$ cat config.mk
export PLATFORM = sky130hd
export DESIGN_NAME = byte_lane_dly_seq
export DESIGN_NICKNAME = d
export VERILOG_FILES = /design/src/rtl/byte_lane_dly_seq.sv
export SDC_FILE = /design/constraint.sdc
export NUM_CORES = 1
export LEC_CHECK = 0
export CAP_MARGIN = 20
export CORE_MARGIN = 1.5
export CORE_UTILIZATION = 60
export CTS_BUF_LIST = sky130_fd_sc_hd__clkbuf_4 sky130_fd_sc_hd__clkbuf_8
export CTS_CLUSTER_DIAMETER = 40
export CTS_CLUSTER_SIZE = 40
export DETAILED_ROUTE_END_ITERATION = 8
export PLACE_DENSITY = 0.77
export SETUP_SLACK_MARGIN = 0.05
export SYNTH_ARGS = -nofsm -noshare
export SYNTH_HDL_FRONTEND = slang
export SYNTH_SLANG_ARGS = --single-unit
$ cat constraint.sdc
create_clock -name clk_div -period 25.2 [get_ports clk_div]
set_input_delay 5.04 -clock clk_div [delete_from_list [all_inputs] [get_ports clk_div]]
set_output_delay 5.04 -clock clk_div [all_outputs]
set_load 0.005 [all_outputs]
$ cat src/rtl/byte_lane_dly_seq.sv
// Shadow-register delay sequencer for DDR3 byte lanes: keeps every IODELAY value,
// sweeps them onto the shared load bus with per-lane strobes, then issues a broadcast set.
module byte_lane_dly_seq #(
  parameter int NUM_LANES  = 2,
  parameter bit DIRTY_ONLY = 1'b1,
  parameter int SET_GAP    = 2,
  localparam int LB        = (NUM_LANES > 1) ? $clog2(NUM_LANES) : 1
) (
  input  logic                 clk_div,
  input  logic                 rst,
  input  logic                 wr_en,
  input  logic [LB+4:0]        wr_addr,
  input  logic [7:0]           wr_data,
  input  logic [LB+4:0]        rd_addr,
  output logic [7:0]           rd_data,
  input  logic                 start,
  output logic                 busy,
  output logic                 done,
  output logic [7:0]           dly_data,
  output logic [4:0]           dly_addr,
  output logic [NUM_LANES-1:0] ld_delay,
  output logic                 set
);

  localparam int S  = 19 * NUM_LANES;
  localparam int SW = $clog2(S + 1);
  localparam logic [SW-1:0] SLOT_END   = SW'(S);
  localparam logic [SW-1:0] LANE_SLOTS = SW'(19);
  localparam logic [3:0]    GAP_LAST   = 4'(SET_GAP);

  typedef enum logic [2:0] {
    ST_IDLE = 3'd0,
    ST_SCAN = 3'd1,
    ST_GAP  = 3'd2,
    ST_SET  = 3'd3,
    ST_DONE = 3'd4
  } state_t;

  function automatic logic addr_ok(input logic [LB+4:0] a);
    logic [4:0] a5;
    a5 = a[4:0];
    return (int'(a[LB+4:5]) < NUM_LANES) &&
           ((a5 <= 5'd9) || ((a5 >= 5'd16) && (a5 <= 5'd24)));
  endfunction

  // Slots 0..9 map directly; input delays 16..24 pack into slots 10..18.
  function automatic logic [SW-1:0] slot_of(input logic [LB+4:0] a);
    logic [4:0] k;
    if (a[4:0] <= 5'd9) k = a[4:0];
    else                k = a[4:0] - 5'd6;
    return SW'(a[LB+4:5]) * LANE_SLOTS + SW'(k);
  endfunction

  logic [7:0]           shadow [S];
  logic [S-1:0]         dirty;
  state_t               state, state_n;
  logic [SW-1:0]        ptr, ptr_n;
  logic [LB-1:0]        lane_cnt, lane_n;
  logic [4:0]           k_cnt, k_n;
  logic [3:0]           gap_cnt, gap_n;
  logic                 busy_n, done_n, set_n, step, issue;
  logic [NUM_LANES-1:0] ld_n;
  logic [7:0]           dly_data_n;
  logic [4:0]           dly_addr_n, scan_addr;
  logic                 wr_hit, rd_hit;
  logic [SW-1:0]        wr_slot, rd_slot;

  assign wr_hit  = wr_en && addr_ok(wr_addr);
  assign wr_slot = slot_of(wr_addr);
  assign rd_hit  = addr_ok(rd_addr);
  assign rd_slot = slot_of(rd_addr);

  // Sweep sequencing: ptr/lane_cnt/k_cnt name the slot issued at the coming edge.
  always_comb begin
    state_n    = state;
    ptr_n      = ptr;
    lane_n     = lane_cnt;
    k_n        = k_cnt;
    gap_n      = gap_cnt;
    busy_n     = busy;
    done_n     = 1'b0;
    set_n      = 1'b0;
    ld_n       = '0;
    dly_data_n = dly_data;
    dly_addr_n = dly_addr;
    step       = 1'b0;
    issue      = 1'b0;
    if (k_cnt <= 5'd9) scan_addr = k_cnt;
    else               scan_addr = k_cnt + 5'd6;

    case (state)
      ST_IDLE, ST_DONE: begin
        if (start) begin
          state_n = ST_SCAN;
          busy_n  = 1'b1;
          step    = 1'b1;
        end else begin
          state_n = ST_IDLE;
        end
      end
      ST_SCAN: begin
        if (ptr == SLOT_END) begin
          state_n = ST_GAP;
          gap_n   = 4'd1;
          ptr_n   = '0;
          lane_n  = '0;
          k_n     = 5'd0;
        end else begin
          step = 1'b1;
        end
      end
      ST_GAP: begin
        if (gap_cnt == GAP_LAST) begin
          state_n = ST_SET;
          set_n   = 1'b1;
        end else begin
          gap_n = gap_cnt + 4'd1;
        end
      end
      ST_SET: begin
        state_n = ST_DONE;
        done_n  = 1'b1;
        busy_n  = 1'b0;
      end
      default: begin
        state_n = ST_IDLE;
        busy_n  = 1'b0;
      end
    endcase

    if (step) begin
      ptr_n = ptr + {{(SW-1){1'b0}}, 1'b1};
      if (k_cnt == 5'd18) begin
        k_n    = 5'd0;
        lane_n = lane_cnt + {{(LB-1){1'b0}}, 1'b1};
      end else begin
        k_n = k_cnt + 5'd1;
      end
      if (!DIRTY_ONLY || dirty[ptr]) begin
        issue      = 1'b1;
        dly_data_n = shadow[ptr];
        dly_addr_n = scan_addr;
        for (int i = 0; i < NUM_LANES; i++) begin
          ld_n[i] = (lane_cnt == LB'(i));
        end
      end else begin
        issue = 1'b0;
      end
    end else begin
      step = 1'b0;
    end
  end

  // FSM state and registered bus outputs.
  always_ff @(posedge clk_div or posedge rst) begin
    if (rst) begin
      state    <= ST_IDLE;
      ptr      <= '0;
      lane_cnt <= '0;
      k_cnt    <= 5'd0;
      gap_cnt  <= 4'd0;
      busy     <= 1'b0;
      done     <= 1'b0;
      set      <= 1'b0;
      ld_delay <= '0;
      dly_data <= 8'd0;
      dly_addr <= 5'd0;
    end else begin
      state    <= state_n;
      ptr      <= ptr_n;
      lane_cnt <= lane_n;
      k_cnt    <= k_n;
      gap_cnt  <= gap_n;
      busy     <= busy_n;
      done     <= done_n;
      set      <= set_n;
      ld_delay <= ld_n;
      dly_data <= dly_data_n;
      dly_addr <= dly_addr_n;
    end
  end

  // Shadow storage, dirty tracking and readback; a same-cycle host write re-marks the slot dirty.
  always_ff @(posedge clk_div or posedge rst) begin
    if (rst) begin
      for (int i = 0; i < S; i++) begin
        shadow[i] <= 8'd0;
      end
      dirty   <= '1;
      rd_data <= 8'd0;
    end else begin
      if (issue) begin
        dirty[ptr] <= 1'b0;
      end
      if (wr_hit) begin
        shadow[wr_slot] <= wr_data;
        dirty[wr_slot]  <= 1'b1;
      end
      rd_data <= rd_hit ? shadow[rd_slot] : 8'd0;
    end
  end

endmodule
== Yosys cells after proc, flatten, opt, wreduce, memory -nomap -nowiden ==
Index checks and enable logic that the tools add are counted.
Word-level totals
  register bits after elaboration: 387
  output and inout port bits: 26
Operators by class
  add/subtract/negate cells: 9
  multiply operators: 2
  magnitude comparators: 15
  eq/ne operators: 11
  mux-type cells: 51
  bitwise gates (word level): 8
  reductions and logical operators: 19
Operators by type and width (count)
  304-bit bitwise mux: 1
  8-bit binary-select mux with 6-bit select: 2
  38-bit 2-to-1 mux: 2
  8-bit demux with 6-bit select: 1
  8-bit 2-to-1 mux: 6
  38-bit AND: 1
  38-bit inverter: 1
  38-bit OR: 1
  5-bit 2-to-1 mux: 7
  7-bit greater-or-equal comparator, second input constant: 3
  6-bit inverter with 7-bit output: 3
  6-bit 2-to-1 mux: 3
  1-bit 2-to-1 mux: 16
  5-bit by 4-bit less-or-equal comparator with 1-bit output, second input constant: 3
  6-bit by 7-bit less-than comparator with 1-bit output, second input constant: 2
  6-bit by 5-bit adder with 6-bit output: 2
  1-bit demux with 6-bit select: 2
  6-bit by 1-bit greater-or-equal comparator with 1-bit output, second input constant: 2
  1-bit by 5-bit multiplier with 6-bit output, second input constant: 2
  3-bit one-hot mux with 4 select lines: 1
  5-bit greater-or-equal comparator, second input constant: 2
  5-bit less-or-equal comparator, second input constant: 2
  5-bit by 3-bit subtractor with 5-bit output, second input constant: 2
  4-bit 2-to-1 mux: 2
  other kinds (26): 46

== Depth between registers and ports, before layout ==
Gate-level depths: netlist of run 1.
  depth in word-level cells: 9
  mapped depth: 19
  depth with buffers taken out: 15

== Least setup slack after synthesis of run 1 ==
No wires, ideal clock.
  path kind: input-to-reg
  from: input port rd_addr[2]
  to: register rd_data[7]
  setup time: 0.130 ns
  data arrival time: 8.211 ns
  required time: 25.070 ns
  setup slack: 16.859 ns
  cell stages on the path: 16
  cells stage by stage: inv_1 ha_1 nor2b_1 clkbuf_1 a21oi_1 a21oi_1 o21ai_0 fa_1 clkbuf_1 clkbuf_1 clkbuf_1 mux4_2 a211oi_1 a211oi_1 a31oi_1 o32ai_1
On the way
  cells in the longest elaborated chain, start to end: 8
  elaborated cells on any way between the ends: 13
RTL lines
  start, declared: line 14  | input logic [LB+4:0] rd_addr,
  5-bit by 3-bit subtractor with 5-bit output / 5-bit by 4-bit less-or-equal comparator with 1-bit output (equally long branches): line 50, 43, 49
  5-bit 2-to-1 mux: line 49  | if (a[4:0] <= 5'd9) k = a[4:0];
  6-bit by 5-bit adder with 6-bit output: line 51  | return SW'(a[LB+4:5]) * LANE_SLOTS + SW'(k);
  6-bit inverter with 7-bit output (not written as such): line 199  | rd_data <= rd_hit ? shadow[rd_slot] : 8'd0;
  8-bit binary-select mux with 6-bit select: line 199
  8-bit 2-to-1 mux (not written as such) (2 in series): line 199
  8-bit 2-to-1 mux *: line 199
  end signal, assigned: line 199
  end, declared: line 15  | output logic [7:0] rd_data,
Every way passes the cells marked *; elsewhere a longest branch is shown, timed or not. The select of a mux whose other input is x is not followed.
A chain may end at the register's enable or synchronous reset.

== Worst setup path in the final report of run 1 ==
  from: input port rd_addr[2]
  to: register rd_data[0]
Same word-level chain as after synthesis.

==> results of run 1 <==
[cell type report]
class                   count  area, um2
flip-flops and latches    387       9730
well taps                 455        569
clock inverters            36        490
inverters                  29        116
fillers                  2551      11200
multi-input cells        1284      10700
clock buffers              56        764
diodes                      1       2.50
repair buffers             91        906
[where the power goes]
| part | switching [W] | total (W) | internal, W | leakage (nW) |
|---|---|---|---|---|
| Sequential | 0.000159 | 0.000979 | 0.000820 | 5.07 |
| Combinational | 0.000256 | 0.000533 | 0.000277 | 4.53 |
| Clock | 0.000277 | 0.000578 | 0.000301 | 0.647 |
| Total | 0.000693 | 0.00209 | 0.00140 | 10.2 |
[state kept, by name, summed over array words and instances (netlist names), 4 cells and up]
signal,count
shadow,304
dirty,38
dly_data,8
rd_data,8
ptr,6
dly_addr,5
k_cnt,5
gap_cnt,4
[critical path, stage by stage]
cell and delay, ns:
clkdlybuf4s50_1 0.51, inv_1 0.12, ha_1 0.17, nor2b_1 0.39, a21oi_1 0.09, a21oi_1 0.16
o21ai_0 0.16, fa_4 0.75, inv_1 0.54, nand3_1 0.24, nand2_2 0.90, mux4_2 0.60
or3_1 0.32, a31o_2 0.23
[through the flow]
stage | worst slack (ns) | total power [W] | cells | util (%) | cell area [um2]
2_1_floorplan | 9.47 | 0.00130 | 1848 | - | 21100
3_3_place_gp | 15.21 | 0.00146 | 2240 | 63.4 | 21900
3_5_place_dp | 15.02 | 0.00149 | 2243 | 63.6 | 22000
4_1_cts | 15.64 | 0.00207 | 2335 | 67.2 | 23200
5_1_grt | 15.24 | 0.00217 | 2338 | 67.4 | 23300
6_report | 15.49 | 0.00209 | 2339 | 67.5 | 23300
[routing by layer]
metal | share of wire [%] | track usage (%)
met3 | 13 | 12.8
met4 | 6.8 | 23.9
met1 | 37 | 49.2
met2 | 43 | 56.3
met5 | 0.039 | 0
[final timing paths]
kind	cells past startpoint	slack [ns]	startpoint	end
setup / recovery	14	15.49	rd_addr[2]	rd_data[0]
hold / removal	1	0.47	lane_cnt	ld_delay[0]
setup reg to reg	8	20.97	ptr[1]	dly_data[7]
hold reg to reg	1	0.47	lane_cnt	ld_delay[0]
max in group asynchronous	5	18.30	rst	shadow[50]
min in group asynchronous	2	4.94	rst	shadow[163]
[logic make-up after synthesis]
logic type | after synthesis | share of synthesized area [%]
XOR/XNOR | 12 | 0.498
multiplexers | 407 | 24.1
AND/OR/NAND/NOR | 387 | 9.14
adder cells (fa/ha/maj) | 22 | 1.38
buffers and inverters | 177 | 3.27
AO/OA/AOI/OAI | 456 | 15.5
flip-flops | 387 | 46.1
[cells in the final DEF, fill, tap and decap left out, types with 7 or more instances in the layout]
cell / n
dfrtp_1: 349
mux2_2: 307
nand2_1: 159
a22oi_1: 132
o21ai_0: 63
clkbuf_8: 55
a21oi_1: 50
nor2_1: 49
clkdlybuf4s50_1: 49
mux4_2: 48
o31ai_1: 43
mux2i_1: 41
dfstp_2: 38
buf_4: 37
nand4_1: 30
inv_1: 28
a221oi_1: 27
nand2b_1: 21
and2_1: 21
nand3_1: 21
a211oi_1: 21
a31oi_1: 21
ha_1: 19
and3_1: 15
a22o_1: 15
or3_1: 12
nor2b_1: 11
inv_6: 11
mux2_1: 10
xnor2_1: 9
nor3_1: 9
a32oi_1: 8
a311oi_1: 8
bufinv_16: 8
o22a_1: 7
a2111oi_0: 7
==> results_dict.tcl, run 1 <==
set metrics [dict create \
    run_status "complete, no violations" \
    yosysUniqueCellTypes 71 \
    yosysSeqAreaShare_pct 46.1 \
    cts_setup_buffers 0 \
    finalNetCount 1888 \
    cp_data_required_time_ns 25.73 \
    post-route-drc-count 0 \
    place_congestion 0.964 \
    wirelength_mm 69.1 \
    portBuffers 49 \
    startpoint_type "primary input" \
    ir_worst_vdd_v 0.0000553 \
    setup_viol 0 \
    synth_warnings 0 \
    finalHoldViolCount 0 \
    cts_buffer_depth 3 \
    clk_latency_ns 0.63 \
    max_freq_mhz 103 \
    area_delta_synth_final_pct 10.5 \
    fp.dieArea_um2 36300 \
    timing.slew.headroom_pct 22.9 \
    synth_cells 1848 \
    rows 68 \
    fin_skew_ns 0.0254 \
    root_buffer "clkbuf_8" \
    drt-initial-drc-count 2514 \
    ant_nets 0 \
    slew_viol_final 0 \
    period_needed_ns 9.71 \
    synthTopCellsByCount "dfrtp_1, mux2_2, nand2_1" \
    num_vias 17300 \
    clk_pin_slew_ns 0.08 \
    dpl.hpwl_mm 42.5 \
    syn_area_per_cell_um2 11.4 \
    synth_area_leaders "dfrtp_1, mux2_2, mux4_2" \
    yosys.area.top_type "dfrtp_1" \
    synth_seq_cells 387 \
    grt_use_total_pct 38.4 \
    clock_sinks 387 \
    cts_resized 0 \
    cp-end-kind "flip-flop" \
    hold_buffers 0 \
    worst_pin_slew_ns 1.15 \
    min_path_type "reg2reg" \
    power_density_nw_per_um2 89.7 \
    async_flop_share_pct 100 \
    die_w_um 190 \
    synth_top_area_share_pct 41.4 \
    io_pins 50 \
    maxCapViolations 0 \
    grt_pass1_wl_mm 104 \
    die_y_um 190 \
    layout-drive-gt1-share_pct 29.8 \
    cp_max_fo 43 \
    syn_nets 1894 \
    cts_tree "built" \
    period_share_pct 38.5 \
    synth_edf_count 0 \
    overflow 0 \
    crit_arrival_ns 10.23 \
    grt_max_degree 113 \
    yosysMostFrequentCell "dfrtp_1" \
    core_um2 34500 \
    viasPerCell 7.40 \
    timing.hold.ws_ns 0.469 \
    rsz0062_at_grt "no" \
    wire_per_inst_um 29.5 \
    drtPass1Iterations 8 \
    synth_flop_cell "dfrtp_1" \
    syn-cell-area_um2 21100 \
    cts_buffers 49 \
    fin_setup_tns_ns 0 \
    p_leak_nw 10.2 \
    antenna_found_initial 4 \
    critical_path_class "in2reg" \
    start_util_pct 61.0 \
    htreeDepth 2 \
    grt_pass1_vias 17000 \
]
Power figures use the tool's default switching activity.
==> run 2, diff against run 1 <==
Clock period 25.2 ns to 9.55 ns, I/O delays scaled along.
==> run 2 against run 1 <==
Against the previous run: cell count about the same; worst setup slack worse by 13 ns; sequential share of layout area up 0.17 points; core utilization is 0.27 points lower; global-route usage fell by 0.78 points; largest cell class unchanged; total power increased to 2.6 times the previous value; die area stayed put; first-iteration DRC count is 8.1% lower; critical path type unchanged; sequential power grew to 2.6 times the previous value; largest power group unchanged; clock-buffer cell count unchanged; non-clock buffer count shrank 2; routed wire length down 2.5%; highest routed layer unchanged.
==> results_dict.tcl, run 2 (synthesis gave the netlist of run 1 again) <==
set metrics [dict create \
    run_status "complete, no violations" \
    timing.hold.ws_ns 0.468 \
    min_path_type "reg2reg" \
    critical_path_class "in2reg" \
    layout_common_cells "dfrtp_1, mux2_2, nand2_1, a22oi_1, o21ai_0" \
    fill_cells 2601 \
    overflow 0 \
    largest-register "shadow" \
    root_buffer "clkbuf_8" \
    core_um2 34500 \
    path_cells "clkdlybuf4s50_1 > inv_1 > ha_1 > nor2b_1 > a21oi_1 > a21oi_1 > o21ai_0 > fa_4 > inv_1 > nand3_1 > nand2_2 > mux4_2 > or3_1 > a31o_2" \
    worst_pin_slew_ns 1.14 \
    ant_nets 0 \
    cp_max_fo 43 \
    cts_resized 0 \
    viasPerCell 7.29 \
    io_pins 50 \
    cp-end-kind "flip-flop" \
    dp.cells 2243 \
    rr_worst_depth 9 \
    hold_buffers 0 \
    die_w_um 190 \
    fin_setup_tns_ns 0 \
    reg.largest.list "shadow: 304 flops, dirty: 38 flops" \
    grt_pass1_vias 16700 \
    setup_slack_ns 2.45 \
    die_y_um 190 \
    place_congestion 0.962 \
    holdPathStages 1 \
    period_needed_ns 7.10 \
    drt-initial-drc-count 2311 \
    dp_slack_ns 2.02 \
    clk_latency_ns 0.64 \
    max_freq_mhz 141 \
    grt_max_degree 174 \
    period_share_pct 74.3 \
    layout-drive-gt1-share_pct 29.8 \
    fp.dieArea_um2 36300 \
    antenna_found_initial 6 \
    place_area_um2 22000 \
    fin_skew_ns 0.0218 \
    grt_pass1_wl_mm 102 \
    num_vias 17100 \
    finalNetCount 1888 \
    clock_sinks 387 \
    cp_slowest_cell "nand2_2" \
    power_density_nw_per_um2 236 \
    cts_tree "built" \
    start_util_pct 61.0 \
    slew_viol_final 0 \
    rows 68 \
    cts_buffers 51 \
    cp_data_required_time_ns 10.07 \
    cp_slowest_stage_delay_ns 0.96 \
    wirelength_mm 67.3 \
    startpoint_type "primary input" \
    largest_reg_flops 304 \
    crit_arrival_ns 7.61 \
    grt_use_total_pct 37.6 \
    layout.cells.non_filler 2341 \
    setup_viol 0 \
    timing.slew.headroom_pct 23.6 \
    p_leak_nw 10.2 \
    clk_pin_slew_ns 0.08 \
    cts_buffer_depth 3 \
    finalHoldViolCount 0 \
    area_delta_synth_final_pct 10.1 \
    wire_per_inst_um 28.8 \
    finalInstanceArea_um2 23200 \
    layout_commonest_cell "dfrtp_1" \
    ir_worst_vdd_v 0.000151 \
    portBuffers 49 \
    rsz0062_at_grt "no" \
    drtPass1Iterations 9 \
    cts_setup_buffers 0 \
    dpl.hpwl_mm 41.7 \
    htreeDepth 2 \
    post-route-drc-count 0 \
    maxCapViolations 0 \
]
-- run 2: final cells by class --
| class | instances | area [um2] | area share, % |
|---|---|---|---|
| multi-input cells | 1284 | 10700 | 46.2 |
| clock inverters | 39 | 463 | 1.99 |
| well taps | 455 | 569 | 2.45 |
| repair buffers | 89 | 848 | 3.66 |
| flip-flops and latches | 387 | 9730 | 41.9 |
| clock buffers | 56 | 758 | 3.27 |
| diodes | 2 | 5.00 | 0.0216 |
| inverters | 29 | 113 | 0.485 |
-- run 2: path summary, 6_finish.rpt --
path | start | endpoint | slack [ns]
setup / recovery | rd_addr[2] | rd_data[0] | 2.45
hold / removal | lane_cnt | ld_delay[0] | 0.47
setup reg to reg | ptr[0] | dly_data[7] | 5.87
hold reg to reg | lane_cnt | ld_delay[0] | 0.47
max in group asynchronous | rst | shadow[87] | 6.18
min in group asynchronous | rst | shadow[171] | 1.91
-- run 2: metrics by stage --
step / utilization, % / total power, W
after global routing: 67.2 / 0.00569
final: 67.2 / 0.00547
after CTS: 67.1 / 0.00542
after floorplan: - / 0.00344
after detailed placement: 63.6 / 0.00395
after global placement: 63.5 / 0.00388
-- run 2: power breakdown --
group	switching (W)	internal (W)
clock network	0.000740	0.000741
logic	0.000699	0.000728
registers	0.000399	0.00216
total	0.00184	0.00363
-- run 2: per-layer routing --
layer  up-vias  GRT usage, %  wire length (um)
met3       307          12.3              8710
met2      1263          54.5             28600
met1      8466          48.7             25100
li1       7033             -                 -
met5         -             0                11
met4         2          23.8              4850
-- run 2: worst max-delay path: cells and delay by family --
| kind | cells | cell delay (ns) |
|---|---|---|
| AO/OA/AOI/OAI | 4 | 0.66 |
| adder cells (fa/ha/maj) | 2 | 0.91 |
| buffers and inverters | 3 | 1.19 |
| multiplexers | 1 | 0.59 |
| AND/OR/NAND/NOR | 4 | 2.31 |
